`src/rtl/uart_cmd_pkg.sv`:
```
// ============================================================================
//  Module  : uart_cmd_pkg
//  Brief   : Shared state encoding, command/response codes and phase helpers
//            for the UART command responder.
//  Rev     : 1.0  initial release
// ============================================================================
`default_nettype none

package uart_cmd_pkg;

    typedef enum logic [2:0] {
        ST_IDLE   = 3'd0,
        ST_W_ADDR = 3'd1,
        ST_W_DATA = 3'd2,
        ST_R_ADDR = 3'd3,
        ST_BUS    = 3'd4,
        ST_RESP   = 3'd5
    } state_t;

    localparam logic [7:0] CMD_WRITE = 8'h57;
    localparam logic [7:0] CMD_READ  = 8'h52;
    localparam logic [7:0] RSP_ACK   = 8'h06;
    localparam logic [7:0] RSP_NAK   = 8'h15;

    // States in which the responder is willing to take a received byte.
    function automatic logic rx_phase(input state_t s);
        return (s == ST_IDLE) || (s == ST_W_ADDR) || (s == ST_W_DATA) || (s == ST_R_ADDR);
    endfunction

    // States in the middle of a packet, where the inter-byte timeout runs.
    function automatic logic pkt_phase(input state_t s);
        return (s == ST_W_ADDR) || (s == ST_W_DATA) || (s == ST_R_ADDR);
    endfunction

endpackage

`default_nettype wire

```
`src/rtl/uart_cmd_timer.sv`:
```
// ============================================================================
//  Module  : uart_cmd_timer
//  Brief   : Loadable saturating down-counter; done is high while count is 0.
//  Rev     : 1.0  initial release
// ============================================================================
`default_nettype none

module uart_cmd_timer #(
    parameter int WIDTH = 8
) (
    input  logic             clk,
    input  logic             rst_n,
    input  logic             load,
    input  logic [WIDTH-1:0] load_value,
    input  logic             enable,
    output logic             done
);

    logic [WIDTH-1:0] count;

    // Load has priority; counting stops at zero instead of wrapping.
    always_ff @(posedge clk or negedge rst_n) begin
        if (!rst_n) begin
            count <= '0;
        end else if (load) begin
            count <= load_value;
        end else if (enable && (count != '0)) begin
            count <= count - WIDTH'(1);
        end
    end

    assign done = (count == '0);

endmodule

`default_nettype wire

```
`src/rtl/uart_cmd_responder.sv`:
```
// ============================================================================
//  Module  : uart_cmd_responder
//  Brief   : Parses 'W'/'R' packets from a UART AXI-stream, performs one 8-bit
//            register bus access per packet and returns an ACK/NAK/data byte.
//  Rev     : 1.0  initial release
// ============================================================================
`default_nettype none

module uart_cmd_responder
    import uart_cmd_pkg::*;
#(
    parameter int ADDR_WIDTH    = 8,
    parameter int TIMEOUT_CLKS  = 65535,
    parameter int BUS_WAIT_CLKS = 255
) (
    input  logic                  clk,
    input  logic                  rst_n,
    input  logic [7:0]            rx_axis_tdata,
    input  logic                  rx_axis_tvalid,
    output logic                  rx_axis_tready,
    input  logic                  rx_error,
    output logic [7:0]            tx_axis_tdata,
    output logic                  tx_axis_tvalid,
    input  logic                  tx_axis_tready,
    output logic [ADDR_WIDTH-1:0] bus_addr,
    output logic [7:0]            bus_wdata,
    output logic                  bus_we,
    output logic                  bus_re,
    input  logic [7:0]            bus_rdata,
    input  logic                  bus_ack,
    output logic                  busy
);

    localparam int TO_W = $clog2(TIMEOUT_CLKS + 1);
    localparam int BW_W = $clog2(BUS_WAIT_CLKS + 1);
    localparam logic [TO_W-1:0] TO_LOAD = TO_W'(TIMEOUT_CLKS);
    localparam logic [BW_W-1:0] BW_LOAD = BW_W'(BUS_WAIT_CLKS);

    state_t                  state;
    state_t                  state_nxt;
    logic                    rx_ready;
    logic                    byte_take;
    logic [ADDR_WIDTH-1:0]   addr_in;
    logic [ADDR_WIDTH-1:0]   addr_reg;
    logic [7:0]              wdata_reg;
    logic [7:0]              rsp_reg;
    logic [7:0]              rsp_nxt;
    logic                    we_reg;
    logic                    re_reg;
    logic                    we_nxt;
    logic                    re_nxt;
    logic                    cmd_write;
    logic                    cmd_write_nxt;
    logic                    addr_load;
    logic                    wdata_load;
    logic                    to_done;
    logic                    wait_done;

    // Address byte is zero-extended or truncated to the bus address width.
    generate
        if (ADDR_WIDTH > 8) begin : g_addr_ext
            assign addr_in = {{(ADDR_WIDTH-8){1'b0}}, rx_axis_tdata};
        end else if (ADDR_WIDTH == 8) begin : g_addr_same
            assign addr_in = rx_axis_tdata;
        end else begin : g_addr_trunc
            assign addr_in = rx_axis_tdata[ADDR_WIDTH-1:0];
        end
    endgenerate

    assign byte_take = rx_axis_tvalid & rx_ready;

    uart_cmd_timer #(
        .WIDTH (TO_W)
    ) u_byte_timeout (
        .clk        (clk),
        .rst_n      (rst_n),
        .load       (byte_take || !pkt_phase(state)),
        .load_value (TO_LOAD),
        .enable     (pkt_phase(state)),
        .done       (to_done)
    );

    uart_cmd_timer #(
        .WIDTH (BW_W)
    ) u_bus_wait (
        .clk        (clk),
        .rst_n      (rst_n),
        .load       (state != ST_BUS),
        .load_value (BW_LOAD),
        .enable     (state == ST_BUS),
        .done       (wait_done)
    );

    always_comb begin
        state_nxt     = state;
        rsp_nxt       = rsp_reg;
        we_nxt        = 1'b0;
        re_nxt        = 1'b0;
        cmd_write_nxt = cmd_write;
        addr_load     = 1'b0;
        wdata_load    = 1'b0;

        // A receive error aborts any parse in progress, even if a byte is taken alongside it.
        if (rx_phase(state) && rx_error) begin
            state_nxt = ST_RESP;
            rsp_nxt   = RSP_NAK;
        end else begin
            case (state)
                ST_IDLE: begin
                    if (byte_take) begin
                        if (rx_axis_tdata == CMD_WRITE) begin
                            state_nxt     = ST_W_ADDR;
                            cmd_write_nxt = 1'b1;
                        end else if (rx_axis_tdata == CMD_READ) begin
                            state_nxt     = ST_R_ADDR;
                            cmd_write_nxt = 1'b0;
                        end else begin
                            state_nxt = ST_RESP;
                            rsp_nxt   = RSP_NAK;
                        end
                    end
                end
                ST_W_ADDR: begin
                    if (byte_take) begin
                        addr_load = 1'b1;
                        state_nxt = ST_W_DATA;
                    end else if (to_done) begin
                        state_nxt = ST_IDLE;
                    end
                end
                ST_W_DATA: begin
                    if (byte_take) begin
                        wdata_load = 1'b1;
                        we_nxt     = 1'b1;
                        state_nxt  = ST_BUS;
                    end else if (to_done) begin
                        state_nxt = ST_IDLE;
                    end
                end
                ST_R_ADDR: begin
                    if (byte_take) begin
                        addr_load = 1'b1;
                        re_nxt    = 1'b1;
                        state_nxt = ST_BUS;
                    end else if (to_done) begin
                        state_nxt = ST_IDLE;
                    end
                end
                ST_BUS: begin
                    if (bus_ack) begin
                        state_nxt = ST_RESP;
                        rsp_nxt   = cmd_write ? RSP_ACK : bus_rdata;
                    end else if (wait_done) begin
                        state_nxt = ST_RESP;
                        rsp_nxt   = RSP_NAK;
                    end
                end
                ST_RESP: begin
                    if (tx_axis_tready) begin
                        state_nxt = ST_IDLE;
                    end
                end
                default: begin
                    state_nxt = ST_IDLE;
                end
            endcase
        end
    end

    // rx_ready is registered from the next state so it stays low while reset is held.
    always_ff @(posedge clk or negedge rst_n) begin
        if (!rst_n) begin
            state     <= ST_IDLE;
            rx_ready  <= 1'b0;
            addr_reg  <= '0;
            wdata_reg <= '0;
            rsp_reg   <= '0;
            we_reg    <= 1'b0;
            re_reg    <= 1'b0;
            cmd_write <= 1'b0;
        end else begin
            state     <= state_nxt;
            rx_ready  <= rx_phase(state_nxt);
            rsp_reg   <= rsp_nxt;
            we_reg    <= we_nxt;
            re_reg    <= re_nxt;
            cmd_write <= cmd_write_nxt;
            if (addr_load) begin
                addr_reg <= addr_in;
            end
            if (wdata_load) begin
                wdata_reg <= rx_axis_tdata;
            end
        end
    end

    assign rx_axis_tready = rx_ready;
    assign tx_axis_tdata  = rsp_reg;
    assign tx_axis_tvalid = (state == ST_RESP);
    assign bus_addr       = addr_reg;
    assign bus_wdata      = wdata_reg;
    assign bus_we         = we_reg;
    assign bus_re         = re_reg;
    assign busy           = (state != ST_IDLE);

endmodule

`default_nettype wire

```
`config.mk`:
```
export PLATFORM = sky130hd
export DESIGN_NAME = uart_cmd_responder
export DESIGN_NICKNAME = d
export VERILOG_FILES = /design/src/rtl/uart_cmd_pkg.sv /design/src/rtl/uart_cmd_timer.sv /design/src/rtl/uart_cmd_responder.sv
export SDC_FILE = /design/constraint.sdc
export NUM_CORES = 1
export LEC_CHECK = 0
export BUFFER_PORTS_ARGS = -buffer_cell sky130_fd_sc_hd__buf_4
export CAP_MARGIN = 20
export CORE_MARGIN = 1
export CORE_UTILIZATION = 30
export DETAILED_ROUTE_END_ITERATION = 10
export SYNTH_ARGS = -nofsm -noshare
export SYNTH_HDL_FRONTEND = slang
export SYNTH_HIERARCHICAL = 1
export SYNTH_SLANG_ARGS = --single-unit
```
`constraint.sdc`:
```
create_clock -name clk -period 3 [get_ports clk]
set_input_delay 0.3 -clock clk [delete_from_list [all_inputs] [get_ports clk]]
set_output_delay 0.3 -clock clk [all_outputs]
set_load 0.03 [all_outputs]
```
Yosys cells after proc, flatten, opt, wreduce, memory -nomap -nowiden
Cells that the tools add are included.

storage, ports and cells
  register bits after elaboration = 55
  output and inout port bits = 29
  bits of input ports = 22
  word-level logic and storage cells = 89

operators by class
  bitwise logic cells = 2
  reductions and logical operators = 28
  add/sub/neg operators = 2
  multiplexer cells = 32
  eq/ne operators = 15

operators with widths
  kind                     number
  $mux W8                  9
  $mux W16                 2
  $mux W3                  10
  $eq A8 B7 Y1 const B     2
  $logic_not A16 Y1        1
  $pmux W8 S2              1
  $reduce_bool A16 Y1      1
  $sub A16 B1 Y16 const B  1
  $pmux W3 S5              1
  $eq A3 B2 Y1 const B     4
  $logic_or A1 B1 Y1       9
  $mux W1                  9
  $ne A3 B3 Y1 const B     3
  $logic_not A8 Y1         1
  $reduce_bool A8 Y1       1
  $sub A8 B1 Y8 const B    1
  $eq A3 B1 Y1 const B     2
  $eq A3 B3 Y1 const B     2
  $logic_not A3 Y1         2
  $reduce_bool A2 Y1       3
  $reduce_bool A3 Y1       2
  $reduce_and A5 Y1        1
  $ne A4 B4 Y1 const B     1
  $reduce_and A4 Y1        1
  other kinds (6)          9

Longest topological paths before layout
  word-level depth = 10
  depth in mapped cells = 11

By module
Netlist, hierarchy kept.

modules (own cells, without submodules)
  module                            cells each  area an instance (um^2)  times used
  uart_cmd_responder                111         1373.8                   1
  uart_cmd_timer at u_byte_timeout  111         1007.2                   1
  uart_cmd_timer at u_bus_wait      58          528.0                    1

Least setup slack after synthesis
OpenSTA, ideal clock, no wires.

  path kind = register to register
  start = register u_byte_timeout.count[0]
  end = register state[0]
  buffers on the path = 1
  library setup time = 139 ps
  cell stages (with the launch flop) = 12
  clock period less this slack = 2285 ps
  data required time = 2861 ps
  arrival time = 2146 ps
  slack = 715 ps
  path through = dfrtp_1 -> inv_1 -> ha_1 -> nor4b_2 -> nand2_1 -> or3_1 -> buf_2 -> inv_1 -> a21oi_1 -> a32oi_1 -> nor2_1 -> or4_1

on the way
  longest elaborated chain between the ends = 5
  elaborated cells between the ends (all ways) = 6
  classes of those cells = mux: 5; reduce/logical: 1

RTL lines
  element                     RTL line                                                                         RTL
  from (decl)                 uart_cmd_timer.sv:19                                                             logic [WIDTH-1:0] count;
  from (signal assigned)      uart_cmd_timer.sv:26                                                             count <= load_value;
  from (signal assigned)      uart_cmd_timer.sv:28                                                             count <= count - WIDTH'(1);
  $logic_not A16 Y1 (*)       uart_cmd_timer.sv:32                                                             assign done = (count == '0);
  net to_done                 uart_cmd_responder.sv:56                                                         logic to_done;
  $mux W3 (*)                 uart_cmd_responder.sv:127, uart_cmd_responder.sv:136, uart_cmd_responder.sv:145
  $mux W3 (on tied branches)  uart_cmd_responder.sv:141, uart_cmd_responder.sv:124
  $pmux W3 S5 (*)             uart_cmd_responder.sv:108                                                        case (state)
  $mux W3 (*)                 uart_cmd_responder.sv:104                                                        if (rx_phase(state) && rx_error) begin
  net state_nxt[0]            uart_cmd_responder.sv:40                                                         state_t state_nxt;
  to (signal assigned)        uart_cmd_responder.sv:182                                                        state <= state_nxt;
  to (decl)                   uart_cmd_responder.sv:39                                                         state_t state;

The timed path passes the listed nets; every way through them passes the cells marked *.
A chain may end at the register's enable or synchronous reset.

Final worst setup path
Ends and elaborated chain as after synthesis.

==> results_dict.tcl <==
set metrics [dict create \
    status "complete, no violations" \
    grt_max_degree 56 \
    crit_fanout 7 \
    hold_viol 0 \
    slew_violations 0 \
    viasPerCell 4.76 \
    worstMarginPinSlew_ns 0.871 \
    core_area_sq_mm 0.00933 \
    drc 0 \
    async_flop_share_pct 100 \
    io_pins 51 \
    finalPower_mw 3.20 \
    path_class "reg2reg" \
    num_vias 2296 \
    placed_cells 474 \
    routed_wl_mm 6.22 \
    setup_violations 0 \
    layout-drive-gt1-share_pct 26.9 \
    die_h_microns 100 \
    critPathCaptureType "flip-flop" \
    synth_top_area_share_pct 47.3 \
    die-area_sq_mm 0.0101 \
    cts_setup_buffers 0 \
    clkSinkCount 55 \
    tns_ns 0 \
    synth_ff_type "dfrtp_1" \
    ctsResizeCount 0 \
    grt_pass1_wl_mm 10.8 \
    required_ns 3.19 \
    yosys.area.top_type "dfrtp_1" \
    period_share_pct 84.3 \
    yosys.cell_types.count 67 \
    yosysWarningCount 6 \
    cts.reportedPaths.clkPinSlew_ns 0.11 \
    cts_tree "done" \
    final.min_clock_period_ns 2.53 \
    rsz0062_at_grt "no" \
    gp_congestion 0.765 \
    numCtsBuffers 5 \
    insertion_delay_ns 0.31 \
    cp.arrival_ns 2.72 \
    final.setup.worst_slack_ns 0.472 \
    die_w_microns 100 \
    final_cells 482 \
    dr.first_iter.drc_count 75 \
    start_util_pct 31.2 \
    place_ws_ns 0.520 \
    port_buffers 50 \
    syn_area_per_cell_sq_um 10.4 \
    dpl.hpwl_mm 4.53 \
    yosys-top-cells-area "dfrtp_1, mux2_2, nor2_1" \
    relSlewSlack_pct 41.8 \
    holdBufCountCts 0 \
    grt.overflow.total 0 \
    diodes 0 \
    fmax_mhz 395 \
    final_cell_area_sq_mm 0.00361 \
    fin_skew_ns 0.00909 \
    rows 35 \
    antenna_left 0 \
    hp-class "in2async" \
    synth_area_sq_mm 0.00291 \
    antenna_found_initial 0 \
    yosysMostFrequentCell "dfrtp_1" \
    netlist_instances 280 \
    p_per_area_mw_per_mm2 887 \
    ys_seq_elements 55 \
    cts_root_buf "clkbuf_8" \
    synth_edf_count 0 \
    grt_pass1_vias 2233 \
    nNetsFinal 377 \
    leakagePower_nw 1.63 \
    maxCapViolCount 0 \
    cts_buffer_depth 2 \
    synthTopCellsByCount "dfrtp_1, nor2_1, nand2_1" \
    area_growth_pct 24.0 \
    ctsHtreeMaxLevel 2 \
    cp-start-kind "flip-flop" \
    postPlaceCellArea_sq_mm 0.00349 \
    drt_first_pass_iters 4 \
    peakVddDrop_v 0.000372 \
    grtUsageTotal_pct 13.1 \
    wl_per_cell_microns 12.9 \
    seq_area_frac_synth_pct 47.3 \
]
[path summary, 6_finish.rpt]
| check | from | to | slack [ns] | cells after the start |
|---|---|---|---|---|
| setup / recovery | u_byte_timeout/count[0] | state[0] | 0.47 | 10 |
| max in group asynchronous | rst_n | u_byte_timeout/count[14] | 2.50 | 1 |
| min in group clk | bus_rdata[7] | tx_axis_tdata[7] | 0.21 | 2 |
| setup reg to reg | u_byte_timeout/count[0] | state[0] | 0.47 | 10 |
| hold reg to reg | tx_axis_tdata[1] | tx_axis_tdata[1] | 0.51 | 1 |
| hold / removal | rst_n | bus_addr[4] | 0.03 | 1 |
[cell type report]
type	instances	area, sq um
clock buffer	5	68.8
fill	941	5720
clock inverter	3	47.5
sequential	55	1380
tap	129	161
multi-input combinational	227	1530
inverter	13	48.8
timing repair buffer	50	375
[cells by family (layout without fill, tap and decap cells)]
logic type / count (synthesis) / count (layout) / share of synthesized area, %
AND/OR/NAND/NOR: 107 / 107 / 22.8
AO/OA/AOI/OAI: 67 / 67 / 16.1
flip-flops: 55 / 55 / 47.3
buffers and inverters: 21 / 71 / 3.10
multiplexers: 18 / 18 / 6.92
XOR/XNOR: 8 / 8 / 2.41
adder cells (fa/ha/maj): 3 / 3 / 1.29
other: 1 / 24 / 0.129
[flip-flops by register name, summed over array words and instances, names as in the netlist]
register and count:
bus_addr 8, rx_axis_tready 1, u_byte_timeout/count 16, tx_axis_tdata 8
bus_re 1, cmd_write 1, state 3, u_bus_wait/count 8
bus_we 1, bus_wdata 8
[worst max-delay path: stages, from the launching register on]
cell and delay, ns:
dfrtp_1 0.39, inv_1 0.10, ha_1 0.21, nor4b_2 0.20, nand2_1 0.18, or3_1 0.51, inv_1 0.09, a21oi_1 0.05
a32oi_1 0.15, nor2_1 0.06, or4_1 0.47
[power by group]
group          internal [mW]  switching [mW]  total, mW
Combinational          0.571           0.815       1.39
Sequential              1.01           0.296       1.30
Clock                  0.254           0.258      0.512
Total                   1.83            1.37       3.20
[through the flow]
stage,util (%),hold slack (ns)
2_1_floorplan,-,0.00441
3_3_place_gp,37.4,0.402
3_5_place_dp,37.4,0.406
4_1_cts,38.7,0.0601
5_1_grt,38.7,0.0863
6_report,38.7,0.0286
[placed cells by master, fill, tap and decap left out, drive strengths merged, types with 2 or more instances in the layout]
cell | Yosys | routed
a31oi | 3 | 3
a221o | 2 | 2
nand3b | 3 | 3
nor3b | 3 | 3
and2 | 4 | 4
nor2 | 25 | 25
inv | 12 | 13
nor4b | 2 | 2
a21oi | 16 | 16
a22o | 4 | 4
nand4 | 5 | 5
a211o | 2 | 2
buf | 4 | 50
o31a | 3 | 3
nor3 | 6 | 6
clkbuf | 4 | 5
conb | 1 | 24
clkinv | 1 | 2
o31ai | 2 | 2
nand3 | 6 | 6
o21ai | 18 | 18
xor2 | 5 | 5
and4 | 2 | 2
nand2 | 24 | 24
or4 | 5 | 5
or3 | 4 | 4
ha | 3 | 3
or3b | 2 | 2
mux2 | 17 | 17
o211ai | 5 | 5
nor2b | 4 | 4
xnor2 | 3 | 3
and4bb | 3 | 3
dfrtp | 55 | 55
nor4 | 4 | 4
[metal layers]
metal	part of all wire, %	vias to the layer above	GRT usage (%)
met5	0	-	0
met3	3.3	2	2.70
li1	-	1150	-
met2	47	40	21.8
met1	49	1104	18.1
met4	0.24	0	1.67
(Power assumes the default switching activity.)
